`src/rtl/fetch_unit.sv`:
```
// rtl/fetch_unit.sv - instruction fetch stage: PC, imem handshake, next-PC select
// Optional PC_ALIGN_CHECK_EN: halt with sticky misalign_fault on misaligned next PC.
module fetch_unit #(
  parameter int XLEN = 32,
  parameter logic [XLEN-1:0] RESET_PC = '0
) (
  input  logic            clk,
  input  logic            reset,
  output logic            imem_req_valid,
  input  logic            imem_req_ready,
  output logic [XLEN-1:0] imem_addr,
  input  logic            imem_rsp_valid,
  input  logic [XLEN-1:0] imem_rdata,
  output logic            instr_valid,
  output logic [XLEN-1:0] Instr,
  output logic [XLEN-1:0] PC,
  output logic [XLEN-1:0] PCPlus4,
  input  logic            instr_ack,
  input  logic            Branch,
  input  logic            Jump,
  input  logic            jalr,
  input  logic [XLEN-1:0] PCTarget,
  input  logic [XLEN-1:0] ALUResult,
  output logic [31:0]     fetch_count,
  output logic            misalign_fault
);

  localparam logic [XLEN-1:0] NOP = XLEN'(32'h0000_0013);
  localparam logic [XLEN-1:0] FOUR = XLEN'(4);

  typedef enum logic [1:0] {
    S_REQ  = 2'd0,
    S_WAIT = 2'd1,
    S_HOLD = 2'd2,
    S_HALT = 2'd3
  } state_t;

  state_t          state;
  state_t          state_next;
  logic            drop_pending;
  logic [XLEN-1:0] pc_next;
  logic            ack_take;
  logic            misalign;

  assign PCPlus4  = PC + FOUR;
  assign ack_take = (state == S_HOLD) && instr_ack;

  always_comb begin
    pc_next = PCPlus4;
    if (jalr)
      pc_next = {ALUResult[XLEN-1:1], 1'b0};
    else if (Branch || Jump)
      pc_next = PCTarget;
  end

`ifdef PC_ALIGN_CHECK_EN
  assign misalign = (pc_next[1:0] != 2'b00);
`else
  assign misalign = 1'b0;
`endif

  always_ff @(posedge clk) begin
    if (reset)
      state <= S_REQ;
    else
      state <= state_next;
  end

  always_comb begin
    state_next = state;
    case (state)
      S_REQ:  if (imem_req_ready) state_next = S_WAIT;
      S_WAIT: if (imem_rsp_valid && !drop_pending) state_next = S_HOLD;
      S_HOLD: if (instr_ack) state_next = misalign ? S_HALT : S_REQ;
      S_HALT: state_next = S_HALT;
      default: state_next = S_REQ;
    endcase
  end

  always_comb begin
    imem_req_valid = (state == S_REQ);
    imem_addr      = PC;
    instr_valid    = (state == S_HOLD);
  end

  // A response already in flight when reset hits WAIT belongs to the old PC; swallow it.
  always_ff @(posedge clk) begin
    if (reset) begin
      PC           <= RESET_PC;
      Instr        <= NOP;
      fetch_count  <= 32'd0;
      drop_pending <= (state == S_WAIT) && !imem_rsp_valid;
    end else begin
      if (state == S_WAIT && imem_rsp_valid) begin
        if (drop_pending)
          drop_pending <= 1'b0;
        else
          Instr <= imem_rdata;
      end
      if (ack_take && !misalign) begin
        PC          <= pc_next;
        fetch_count <= fetch_count + 32'd1;
      end
    end
  end

`ifdef PC_ALIGN_CHECK_EN
  always_ff @(posedge clk) begin
    if (reset)
      misalign_fault <= 1'b0;
    else if (ack_take && misalign)
      misalign_fault <= 1'b1;
  end
`else
  assign misalign_fault = 1'b0;
`endif

endmodule

```
`config.mk`:
```
export PLATFORM = sky130hd
export DESIGN_NAME = fetch_unit
export DESIGN_NICKNAME = d
export VERILOG_FILES = /design/src/rtl/fetch_unit.sv
export SDC_FILE = /design/constraint.sdc
export NUM_CORES = 1
export LEC_CHECK = 0
export CORE_ASPECT_RATIO = 1.75
export CORE_MARGIN = 2
export CORE_UTILIZATION = 45
export DETAILED_ROUTE_END_ITERATION = 10
export GPL_TIMING_DRIVEN = 0
export PLACE_DENSITY_LB_ADDON = 0.2
export SLEW_MARGIN = 30
export SYNTH_ARGS = -nofsm -noshare
export SYNTH_HDL_FRONTEND = slang
export SYNTH_SLANG_ARGS = --single-unit
```
`constraint.sdc`:
```
create_clock -name clk -period 6.57 [get_ports clk]
set_clock_uncertainty 0.05 [all_clocks]
set_input_delay 0.9855 -clock clk [delete_from_list [all_inputs] [get_ports clk]]
set_output_delay 0.9855 -clock clk [all_outputs]
set_load 0.01 [all_outputs]
```
Yosys cells after proc, flatten, opt, wreduce, memory -nomap -nowiden
Index checks and enable logic that the tools add are counted.
{"block": "op_classes", "add_sub_neg": 2, "mul": 0, "div": 0, "order_cmp": 0, "eq_ne": 6, "shifts": 0, "muxes": 8, "bitwise_logic": 1, "n_reduce_logical": 11}
{"op": "two-way mux 32 bit", "count": 2}
{"op": "adder 32 x 1 -> 32 bit, second input constant", "count": 1}
{"op": "adder 32 x 3 -> 32 bit, second input constant", "count": 1}
{"op": "case mux 2 bit (4 select lines)", "count": 1}
{"op": "two-way mux 2 bit", "count": 3}
{"op": "equality test 2 bit, second input constant", "count": 2}
{"op": "logical AND 1 bit", "count": 4}
{"op": "!= test 2 x 1 -> 1 bit, second input constant", "count": 2}
{"op": "AND reduction 3 bit", "count": 1}
{"op": "equality test 2 x 1 -> 1 bit, second input constant", "count": 1}
{"op": "zero test 1 bit", "count": 2}
{"op": "zero test 2 bit", "count": 1}
{"op": "two-way mux 1 bit", "count": 2}
{"op": "!= test 2 bit, second input constant", "count": 1}
{"op": "AND reduction 2 bit", "count": 1}
{"op": "nonzero test 2 bit", "count": 1}
{"op": "logical OR 1 bit", "count": 1}
{"op": "NOT 1 bit", "count": 1}
{"block": "totals", "reg_bits": 99, "latch_bits": 0, "ram_bits": 0, "romBits": 0, "inputBits": 104, "out_inout_bits": 163, "word_cells": 33, "n_memories": 0}

Depth between registers and ports, before layout
Gate-level depths: netlist (run 1).
{"block": "depth", "depth_word": 4, "depth_mapped": 9, "ltp_nobuf": 7}

Worst setup path before layout (run 1)
Ideal clock, no wire load.
{"block": "synth_path", "kind": "flip-flop to output port", "from": "register PC[5]", "to": "output port PCPlus4[31]", "t_arrival_ps": 1813, "required_ps": 5534, "slack_ps": 3721, "path_stages_with_launch": 7, "n_path_buf": 2, "cell_sequence": "dfxtp_1 nand4_1 buf_2 or2_1 clkbuf_1 nor4_1 xor2_1"}
{"block": "synth_via", "elab_chain_len": 1}
{"element": "start: declaration", "line_no": "16", "text": "output logic [XLEN-1:0] PC,"}
{"element": "start signal: assignment", "line_no": "101", "text": "PC <= pc_next;"}
{"element": "adder 32 x 3 -> 32 bit", "line_no": "45", "text": "assign PCPlus4 = PC + FOUR;"}
{"element": "end: declaration", "line_no": "17", "text": "output logic [XLEN-1:0] PCPlus4,"}
Every way passes these cells.

Final worst setup path (run 1)
{"block": "layout_path", "from": "register PC[4]", "to": "output port PCPlus4[31]"}
Same word-level chain as after synthesis.

==> impl_metrics.env, run 1 <==
export IMPL_status="complete, no violations"
export IMPL_worst_ep_required_time_ns=5.53
export IMPL_fmax_mhz=247.5
export IMPL_pre_cts_slack_ns=2.944
export IMPL_end_kind="output pin"
export IMPL_hold_depth=2
export IMPL_die_area_um2=13250
export IMPL_start_util_pct=46.15
export IMPL_die_h_um=150.8
export IMPL_cts_sinks=99
export IMPL_nets=1099
export IMPL_drc=0
export IMPL_p_per_area_nw_per_um2=171.2
export IMPL_reg2reg_from="state[0]"
export IMPL_rr_worst_depth=9
export IMPL_crit_path_top_delay_cell="clkdlybuf4s50_1"
export IMPL_core_um2=12000
export IMPL_cts_setup_buffers=0
export IMPL_ys_warn_count=0
export IMPL_cts_tree="done"
export IMPL_vias_per_cell=5.378
export IMPL_hold_buffers=0
export IMPL_worstSkewPairLatency_ns=0.35
export IMPL_seq_area_frac_synth_pct=35.96
export IMPL_synth_edf_count=1
export IMPL_min_from="Instr[22]"
export IMPL_slowest_delay_ns=0.58
export IMPL_fin_crit_ns=4.040
export IMPL_htreeDepth=3
export IMPL_drive_gt1_share_pct=6.653
export IMPL_max_vdd_ir_drop_mv=0.1393
export IMPL_grt_max_degree=17
export IMPL_io_buffers=263
export IMPL_synth_seq_cells=99
export IMPL_post_cts_resized=0
export IMPL_clockBufferDepth=2
export IMPL_maxCapViolCount=0
export IMPL_slew_violations=0
export IMPL_slew_headroom_pct=50.29
export IMPL_final_hold_violation_count=0
export IMPL_drtIter0Drc=367
export IMPL_arrival_ns=3.00
export IMPL_ys_flop_type="dfxtp_1"
export IMPL_wl_um=20660
export IMPL_row_count=53
export IMPL_setup_viol=0
export IMPL_die_x_um=87.87
export IMPL_yosysTopAreaCellShare_pct=35.42
export IMPL_synthesis_nets=825
export IMPL_reg2reg_to="PC[0]"
export IMPL_power_total_w=0.001486
export IMPL_start_kind="flip-flop"
export IMPL_grt_usage_pct=30.19
export IMPL_yosys_cell_count_top_type="nand2_1"
export IMPL_syn_area_per_cell_um2=7.758
export IMPL_hold_class="reg2reg"
export IMPL_path_clk_slew_ns=0.07
export IMPL_path_max_fanout=8
export IMPL_final_cell_count_no_fill=1158
export IMPL_gr_total_overflow=0
export IMPL_reg2reg_slack_ns=3.79
export IMPL_ios=267
export IMPL_tightest_slew_ns=0.7456
export IMPL_synth_area_top_cells="dfxtp_1 35%, nand2_1 7.9%, a21oi_1 5.2%"
export IMPL_p_leak_nw=3.122
export IMPL_grt_first_pass_wirelength_um=30380
export IMPL_first_pass_iters=5
export IMPL_postRouteAntennaNets=0
export IMPL_post_place_cells=1142
export IMPL_n_fill_cell=990
export IMPL_clockRootBuffer="clkbuf_16"
export IMPL_syn_to_final_growth_pct=56.74
export IMPL_synthDistinctLibCells=62
export IMPL_place_gp_congestion=0.9620
export IMPL_antenna_found_initial=1
export IMPL_rsz0062_at_grt="false"
export IMPL_timing_setup_critical_path_class="reg2out"
export IMPL_path_cells="nand3_1, or2_1, clkbuf_1, nor4_1, xor2_1, clkdlybuf4s50_1"
export IMPL_finalCritPeriodShare_pct=61.50
export IMPL_critPathLaunch="PC[4]"
export IMPL_dp_final_hpwl_um=15970
export IMPL_whs_endpoint="Instr[22]"
export IMPL_ys_async_sr_fraction_pct=0
export IMPL_vias=6228
export IMPL_yosys_area_top_type="dfxtp_1"
export IMPL_syn_inst=714
export IMPL_synthTopCellsByCount="116 x nand2_1, 98 x dfxtp_1, 69 x nor2_1, 58 x a21oi_1, 38 x clkbuf_1"
export IMPL_grt_pass1_vias=5738
export IMPL_cts_buffers=9
export IMPL_wl_per_cell_um=17.84
export IMPL_tns_ns=0
export IMPL_worst_slack_ns=2.530
export IMPL_netlist_area_um2=5539
==> through the flow <==
stage	area (µm²)	hold WS (ns)	util, %
6_report	8682	0.4042	72.33
5_1_grt	8682	0.4303	72.33
4_1_cts	8680	0.4054	72.31
3_5_place_dp	8378	0.3963	69.80
3_3_place_gp	8378	0.3913	69.80
2_1_floorplan	5539	0.4305	-
==> worst max-delay path, delay by kind of cell (launching register included) <==
family | cells | cell delay, ns
XOR/XNOR | 1 | 0.23
buffers and inverters | 2 | 0.74
flip-flops | 1 | 0.56
AND/OR/NAND/NOR | 3 | 1.13
==> placed cells by master, fill, tap and decap left out, types with 4 or more instances in the layout <==
master,Yosys,final
mux2i_1,5,5
nand3b_1,8,8
nor4_1,7,7
nor2_1,69,69
o221a_1,4,4
o21a_1,4,4
clkdlybuf4s50_1,0,263
and2_1,6,6
a21oi_1,58,58
o22ai_1,4,4
and3_1,10,10
a211oi_1,6,6
clkbuf_16,0,9
nor3_1,20,20
or3_1,11,11
xor2_1,14,14
o211ai_1,4,4
buf_4,35,35
dfxtp_1,98,98
xnor2_1,32,32
nand2_1,116,116
inv_1,11,11
o21ai_1,13,13
nand2b_1,8,8
nor3b_1,9,9
and4_1,7,7
ha_1,7,7
o21ai_0,18,18
clkbuf_1,38,38
a31o_1,4,4
nand3_1,22,22
nand4_1,15,15
==> worst max path at each step <==
| stage | to | cells past startpoint |
|---|---|---|
| after floorplan | PCPlus4[31] | 6 |
| after global placement | PCPlus4[31] | 6 |
| after detailed placement | PCPlus4[31] | 6 |
| after CTS | PCPlus4[31] | 7 |
| after global routing | PCPlus4[28] | 6 |
| final | PCPlus4[31] | 6 |
==> report_power, final <==
group,internal [W],leakage (nW),switching (W)
combinational,0.000158,2.17,0.000134
clock,0.000306,0.149,0.000241
sequential,0.000625,0.802,0.0000221
total,0.00109,3.12,0.000397
==> logic make-up after synthesis <==
kind of cell | synth area share (%)
buffers and inverters | 8.742
DFF | 35.96
muxes | 0.9036
and+or+nand+nor | 29.55
other | 0.06770
adders and majority gates | 1.581
xor gates and xnor gates | 7.274
AOI/OAI and AO/OA | 15.93
==> sequential cells by signal, indices dropped and copies added (netlist names) <==
| name | cells |
|---|---|
| Instr | 32 |
| PC | 32 |
| drop_pending | 1 |
| fetch_count | 32 |
| state | 2 |
==> per-layer routing <==
metal  up-vias  share of wire, %  global-route usage, %
met1      2883                35                  32.64
met2       287                53                  53.86
met5         -                 0                      0
met3        59               7.6                  7.072
li1       2999                 -                      -
met4         0               4.2                  14.69
==> final cells by class <==
| cell class | instances | area (µm²) | share of cell area (%) |
|---|---|---|---|
| Multi-Input combinational cell | 524 | 3063 | 35.28 |
| Timing Repair Buffer | 263 | 2633 | 30.32 |
| Sequential cell | 99 | 1992 | 22.94 |
| Buffer | 79 | 439.2 | 5.058 |
| Clock buffer | 10 | 239.0 | 2.753 |
| Tap cell | 165 | 206.4 | 2.378 |
| Clock inverter | 5 | 62.56 | 0.7206 |
| Inverter | 12 | 45.04 | 0.5188 |
| Antenna cell | 1 | 2.502 | 0.02882 |
Power figures use the tool's default switching activity.
==> run 2: changes to the inputs <==
--- a/config.mk
+++ b/config.mk
@@ -7,7 +7,7 @@
 export LEC_CHECK = 0
 export CORE_ASPECT_RATIO = 1.75
 export CORE_MARGIN = 2
-export CORE_UTILIZATION = 45
+export CORE_UTILIZATION = 37
 export DETAILED_ROUTE_END_ITERATION = 10
 export GPL_TIMING_DRIVEN = 0
 export PLACE_DENSITY_LB_ADDON = 0.2
==> constraint.sdc (replaced) <==
create_clock -name clk -period 3.54 [get_ports clk]
set_clock_uncertainty 0.05 [all_clocks]
set_input_delay 0.531 -clock clk [delete_from_list [all_inputs] [get_ports clk]]
set_output_delay 0.531 -clock clk [all_outputs]
set_load 0.01 [all_outputs]
==> run 2 against run 1 <==
Compared with the run above:
- combinational power increased by 87%
- via count increased by 0.64%
- first-iteration DRC count decreased by 42%
- non-clock buffer count increased by 6
- power increased by 83%
- largest power group unchanged
==> impl_metrics.env, run 2 (synthesis gave the netlist of run 1 again) <==
export IMPL_post_place_cells=1160
export IMPL_row_count=59
export IMPL_wl_um=21770
export IMPL_p_per_area_nw_per_um2=311.1
export IMPL_place_gp_congestion=0.8994
export IMPL_drtIter0Drc=212
export IMPL_hold_class="reg2reg"
export IMPL_slew_violations=0
export IMPL_final_cell_count_no_fill=1181
export IMPL_fin_crit_ns=3.470
export IMPL_reg2reg_to="PC[0]"
export IMPL_stdcell_area_um2=8750
export IMPL_path_clk_slew_ns=0.07
export IMPL_status="complete, no violations"
export IMPL_layout_commonest_cell="clkdlybuf4s50_1"
export IMPL_setup_viol=0
export IMPL_grt_first_pass_wirelength_um=32800
export IMPL_htreeDepth=3
export IMPL_cts_sinks=99
export IMPL_gr_total_overflow=0
export IMPL_power_total_w=0.002722
export IMPL_syn_to_final_growth_pct=57.96
export IMPL_final_hold_violation_count=0
export IMPL_end_kind="output pin"
export IMPL_vias_per_cell=5.307
export IMPL_largestRegisters="Instr (32), PC (32), fetch_count (32)"
export IMPL_max_vdd_ir_drop_mv=0.2823
export IMPL_wl_per_cell_um=18.43
export IMPL_postRouteAntennaNets=0
export IMPL_core_um2=14760
export IMPL_arrival_ns=2.89
export IMPL_nets=1105
export IMPL_clockBufferDepth=2
export IMPL_fmax_mhz=288.2
export IMPL_vias=6268
export IMPL_die_x_um=96.49
export IMPL_clockRootBuffer="clkbuf_16"
export IMPL_finalCritPeriodShare_pct=98.02
export IMPL_cts_tree="done"
export IMPL_grt_usage_pct=26.76
export IMPL_slew_headroom_pct=46.91
export IMPL_io_buffers=263
export IMPL_whs_endpoint="Instr[31]"
export IMPL_start_kind="flip-flop"
export IMPL_grt_max_degree=19
export IMPL_min_from="Instr[31]"
export IMPL_dp_final_hpwl_um=16960
export IMPL_ios=267
export IMPL_antenna_found_initial=0
export IMPL_die_h_um=165.9
export IMPL_worst_ep_required_time_ns=2.96
export IMPL_rsz0062_at_grt="true"
export IMPL_timing_hold_ws_ns=0.4044
export IMPL_hold_depth=2
export IMPL_tightest_slew_ns=0.7963
export IMPL_path_max_fanout=8
export IMPL_n_fill_cell=1436
export IMPL_num_antenna_cells=0
export IMPL_rr_worst_depth=9
export IMPL_fin_util_pct=59.26
export IMPL_die_area_um2=16000
export IMPL_grt_pass1_vias=6186
export IMPL_worstSkewPairLatency_ns=0.35
export IMPL_drc=0
export IMPL_p_leak_nw=3.145
export IMPL_placed_area_um2=8401
export IMPL_timing_setup_critical_path_class="reg2out"
export IMPL_maxCapViolCount=0
export IMPL_layout_common_cells="263 x clkdlybuf4s50_1, 116 x nand2_1, 92 x dfxtp_1, 69 x nor2_1, 58 x a21oi_1"
export IMPL_reg2reg_slack_ns=0.57
export IMPL_cts_buffers=9
export IMPL_first_pass_iters=4
export IMPL_drive_gt1_share_pct=8.116
export IMPL_reg2reg_from="state[0]"
export IMPL_start_util_pct=37.52
run 2: cell count changes in the layout (fill, tap and decap cells not counted), moves of 2 or more:
cell     delta
inv_6       +2
buf_4       +6
dfxtp_1     -6
dfxtp_2     +6
inv_8       +2
run 2: repair_timing:
item                       CTS  global route
setup endpoints to repair    8             5
hold buffers                 0             0
resized for setup            4             5
cloned                       0             0
buffers inserted             5             1
pin swaps                    3             1
run 2: how the worst max path moves through the flow:
stage              start     endpoint  slack, ns  depth (start not counted)
4_1_cts            PC[3]  PCPlus4[20]       0.03                          7
5_1_grt            PC[8]  PCPlus4[31]     -0.001                          8
3_5_place_dp   instr_ack        PC[0]       0.13                          8
3_3_place_gp   instr_ack        PC[0]       0.15                          8
2_1_floorplan      PC[5]  PCPlus4[31]       1.15                          6
6_report           PC[9]  PCPlus4[31]       0.07                          6
run 2: through the flow:
stage | TNS (ns) | setup slack, ns
3_5_place_dp | 0 | 0.1309
5_1_grt | -0.001088 | -0.001088
2_1_floorplan | 0 | 1.146
4_1_cts | 0 | 0.03257
6_report | 0 | 0.07013
3_3_place_gp | 0 | 0.1460
run 2: worst max-delay path, cell delays in order, from the launching register on:
cell,delay (ns)
dfxtp_1,0.53
nand4_1,0.29
or4_1,0.61
nor4_2,0.20
xor2_1,0.21
buf_4,0.16
clkdlybuf4s50_1,0.53
run 2: final cells by class:
cell class | instances | area (µm²) | share of cell area [%]
Buffer | 79 | 439.2 | 5.019
Clock buffer | 9 | 225.2 | 2.574
Clock inverter | 6 | 57.56 | 0.6578
Inverter | 12 | 45.04 | 0.5148
Multi-Input combinational cell | 524 | 3077 | 35.16
Sequential cell | 99 | 1999 | 22.85
Tap cell | 183 | 229.0 | 2.617
Timing Repair Buffer | 269 | 2678 | 30.60
run 2: report_power, final:
group          switching (W)  internal [W]
registers          0.0000409       0.00116
logic               0.000251      0.000294
clock network       0.000485      0.000492
run 2: per-layer routing:
metal	global-route usage, %	wire (µm)	vias up
li1	-	-	3018
met1	26.06	7400	2939
met2	51.96	12040	261
met3	5.127	1505	50
met4	11.27	821	0
met5	0	0	-
==> run 3: changes to the inputs <==
--- a/config.mk
+++ b/config.mk
@@ -7,7 +7,7 @@
 export LEC_CHECK = 0
 export CORE_ASPECT_RATIO = 1.75
 export CORE_MARGIN = 2
-export CORE_UTILIZATION = 37
+export CORE_UTILIZATION = 41
 export DETAILED_ROUTE_END_ITERATION = 10
 export GPL_TIMING_DRIVEN = 0
 export PLACE_DENSITY_LB_ADDON = 0.2
==> constraint.sdc (replaced) <==
create_clock -name clk -period 3.3 [get_ports clk]
set_clock_uncertainty 0.05 [all_clocks]
set_input_delay 0.495 -clock clk [delete_from_list [all_inputs] [get_ports clk]]
set_output_delay 0.495 -clock clk [all_outputs]
set_load 0.01 [all_outputs]
==> run 3 against run 2 <==
Compared with the run above:
- count of clock-buffer cells in the layout rose by 1
- largest power group unchanged
- largest cell class unchanged
- highest routed layer unchanged
- sequential power rose by 8%
- hold slack barely moved
- die area fell by 9.4%
- first-iteration DRC count rose by 120%
- sequential share of layout area fell by 0.087 points
- combinational power rose by 7.2%
==> impl_metrics.env, run 3 (synthesis gave the netlist of run 1 again) <==
export IMPL_nets=1107
export IMPL_intPower_w=0.002091
export IMPL_syn_to_final_growth_pct=59.16
export IMPL_finalCritPeriodShare_pct=97.25
export IMPL_largestRegisters="Instr (32), PC (32), fetch_count (32)"
export IMPL_max_vdd_ir_drop_mv=0.2643
export IMPL_whs_endpoint="Instr[5]"
export IMPL_layout_commonest_cell="clkdlybuf4s50_1"
export IMPL_path_max_fanout=8
export IMPL_slew_headroom_pct=49.91
export IMPL_start_kind="flip-flop"
export IMPL_htreeDepth=3
export IMPL_critical_path_top_delay_family="buffers and inverters"
export IMPL_slowest_delay_ns=0.62
export IMPL_grt_pass1_vias=5877
export IMPL_placed_area_um2=8389
export IMPL_cts_sinks=99
export IMPL_drtIter0Drc=456
export IMPL_fin_crit_ns=3.209
export IMPL_ios=267
export IMPL_core_um2=13310
export IMPL_grt_first_pass_wirelength_um=31730
export IMPL_combPwrFrac_pct=20.3
export IMPL_gr_total_overflow=0
export IMPL_path_common_cell="buf_4"
export IMPL_grt_usage_pct=28.12
export IMPL_p_per_area_nw_per_um2=327.0
export IMPL_pre_cts_slack_ns=0.07577
export IMPL_status="complete, no violations"
export IMPL_crit_path_top_delay_cell="clkdlybuf4s50_1"
export IMPL_power_frac_clock_pct=35.0
export IMPL_min_from="Instr[5]"
export IMPL_reg2reg_to="PC[0]"
export IMPL_postRouteAntennaNets=0
export IMPL_maxCapViolCount=0
export IMPL_setup_viol=0
export IMPL_worstSkewPairLatency_ns=0.34
export IMPL_tightest_slew_ns=0.7513
export IMPL_reg2reg_from="state[0]"
export IMPL_vias_per_cell=5.380
export IMPL_switching_power_w=0.0007919
export IMPL_clockRootBuffer="clkbuf_16"
export IMPL_grt_max_degree=17
export IMPL_io_buffers=263
export IMPL_die_h_um=157.8
export IMPL_die_area_um2=14490
export IMPL_n_fill_cell=1231
export IMPL_antenna_found_initial=0
export IMPL_end_kind="output pin"
export IMPL_stdcell_area_um2=8816
export IMPL_path_cells="clkbuf_4, nand4_1, buf_4, nor4_4, buf_4, nand3_1, xnor2_1, clkdlybuf4s50_1"
export IMPL_worst_slack_ns=0.09077
export IMPL_timing_hold_ws_ns=0.4046
export IMPL_row_count=56
export IMPL_num_antenna_cells=0
export IMPL_worst_ep_required_time_ns=2.75
export IMPL_hold_depth=2
export IMPL_final_hold_violation_count=0
export IMPL_tns_ns=0
export IMPL_timing_setup_critical_path_class="reg2out"
export IMPL_die_x_um=91.87
export IMPL_arrival_ns=2.66
export IMPL_clockBufferDepth=2
export IMPL_place_gp_congestion=0.8784
export IMPL_wl_per_cell_um=18.11
export IMPL_rr_worst_depth=9
export IMPL_path_clk_slew_ns=0.07
export IMPL_hold_class="reg2reg"
export IMPL_cts_buffers=9
export IMPL_fmax_mhz=311.6
export IMPL_p_leak_nw=3.257
export IMPL_first_pass_iters=5
export IMPL_wl_um=21260
export IMPL_drive_gt1_share_pct=9.000
export IMPL_pwr_share_seq_pct=44.7
export IMPL_layout_common_cells="258 x clkdlybuf4s50_1, 116 x nand2_1, 88 x dfxtp_1, 69 x nor2_1, 58 x a21oi_1"
export IMPL_path_buf_inv=4
export IMPL_vias=6316
export IMPL_dp_final_hpwl_um=16240
export IMPL_cts_tree="done"
export IMPL_swShare_pct=27.47
export IMPL_drc=0
export IMPL_start_util_pct=41.61
export IMPL_slew_violations=0
export IMPL_reg2reg_slack_ns=0.51
## run 3: cell types whose count changed in the layout (fill, tap and decap cells not counted), moves of 2 or more
cell | before | now
clkdlybuf4s50_1 | 263 | 258
dfxtp_2 | 6 | 9
inv_6 | 2 | 0
inv_8 | 2 | 0
dlymetal6s2s_1 | 0 | 4
buf_4 | 41 | 44
buf_2 | 3 | 1
dfxtp_1 | 92 | 88
clkinvlp_4 | 0 | 2
## run 3: how the worst max path moves through the flow
stage | startpoint | to | slack [ns] | cells after the start
6_report | PC[14] | PCPlus4[20] | 0.09 | 8
5_1_grt | PC[5] | PCPlus4[23] | -0.004 | 7
4_1_cts | PC[14] | PCPlus4[24] | 0.0002 | 8
3_5_place_dp | PC[2] | PCPlus4[24] | 0.08 | 6
3_3_place_gp | PC[2] | PCPlus4[24] | 0.08 | 6
2_1_floorplan | PC[5] | PCPlus4[31] | 0.94 | 6
## run 3: layer usage
metal,GRT usage [%],vias to the layer above,wire length (µm)
met5,0,-,0
met4,13.08,0,856
met3,5.997,58,1586
met2,52.31,274,11170
met1,29.99,2957,7641
li1,-,3027,-
## run 3: per-stage QoR
step                      instances  total power, W  util [%]
after detailed placement       1151        0.001896     63.02
after global routing           1174        0.002999     66.22
after CTS                      1170        0.002896     65.70
after floorplan                 714        0.001555         -
final                          1174        0.002883     66.22
after global placement         1151        0.001889     63.02
## run 3: timing repair
| item | CTS | global route |
|---|---|---|
| gates resized for setup | 14 | 13 |
| pin swaps | 3 | 4 |
| endpoints found under the setup margin | 17 | 10 |
| hold buffers | 0 | 0 |
| buffers inserted | 5 | 4 |
## run 3: power groups by stage
stage	combinational (W)	sequential, W	clock, W
floorplan	0.000230	0.00132	0
global placement	0.000576	0.00131	0
detailed placement	0.000581	0.00131	0
CTS	0.000584	0.00129	0.00102
global route	0.000631	0.00130	0.00107
finish	0.000584	0.00129	0.00101
## run 3: area by class of cell
class                           count  area [µm²]  area share, %
Sequential cell                    99        2007          22.76
Clock inverter                      5       38.79         0.4400
Multi-Input combinational cell    524        3115          35.34
Timing Repair Buffer              272        2709          30.73
Tap cell                          174       217.7          2.469
Inverter                           12       45.04         0.5109
Buffer                             78       444.2          5.038
Clock buffer                       10       239.0          2.711
## run 3: worst register-to-register path, delay by kind of cell (launching register included)
family	cells	cell delay, ns
buffers and inverters	4	1.53
flip-flops	1	0.34
AND/OR/NAND/NOR	3	0.30
adder cells (fa/ha/maj)	1	0.24
AO/OA/AOI/OAI	1	0.19
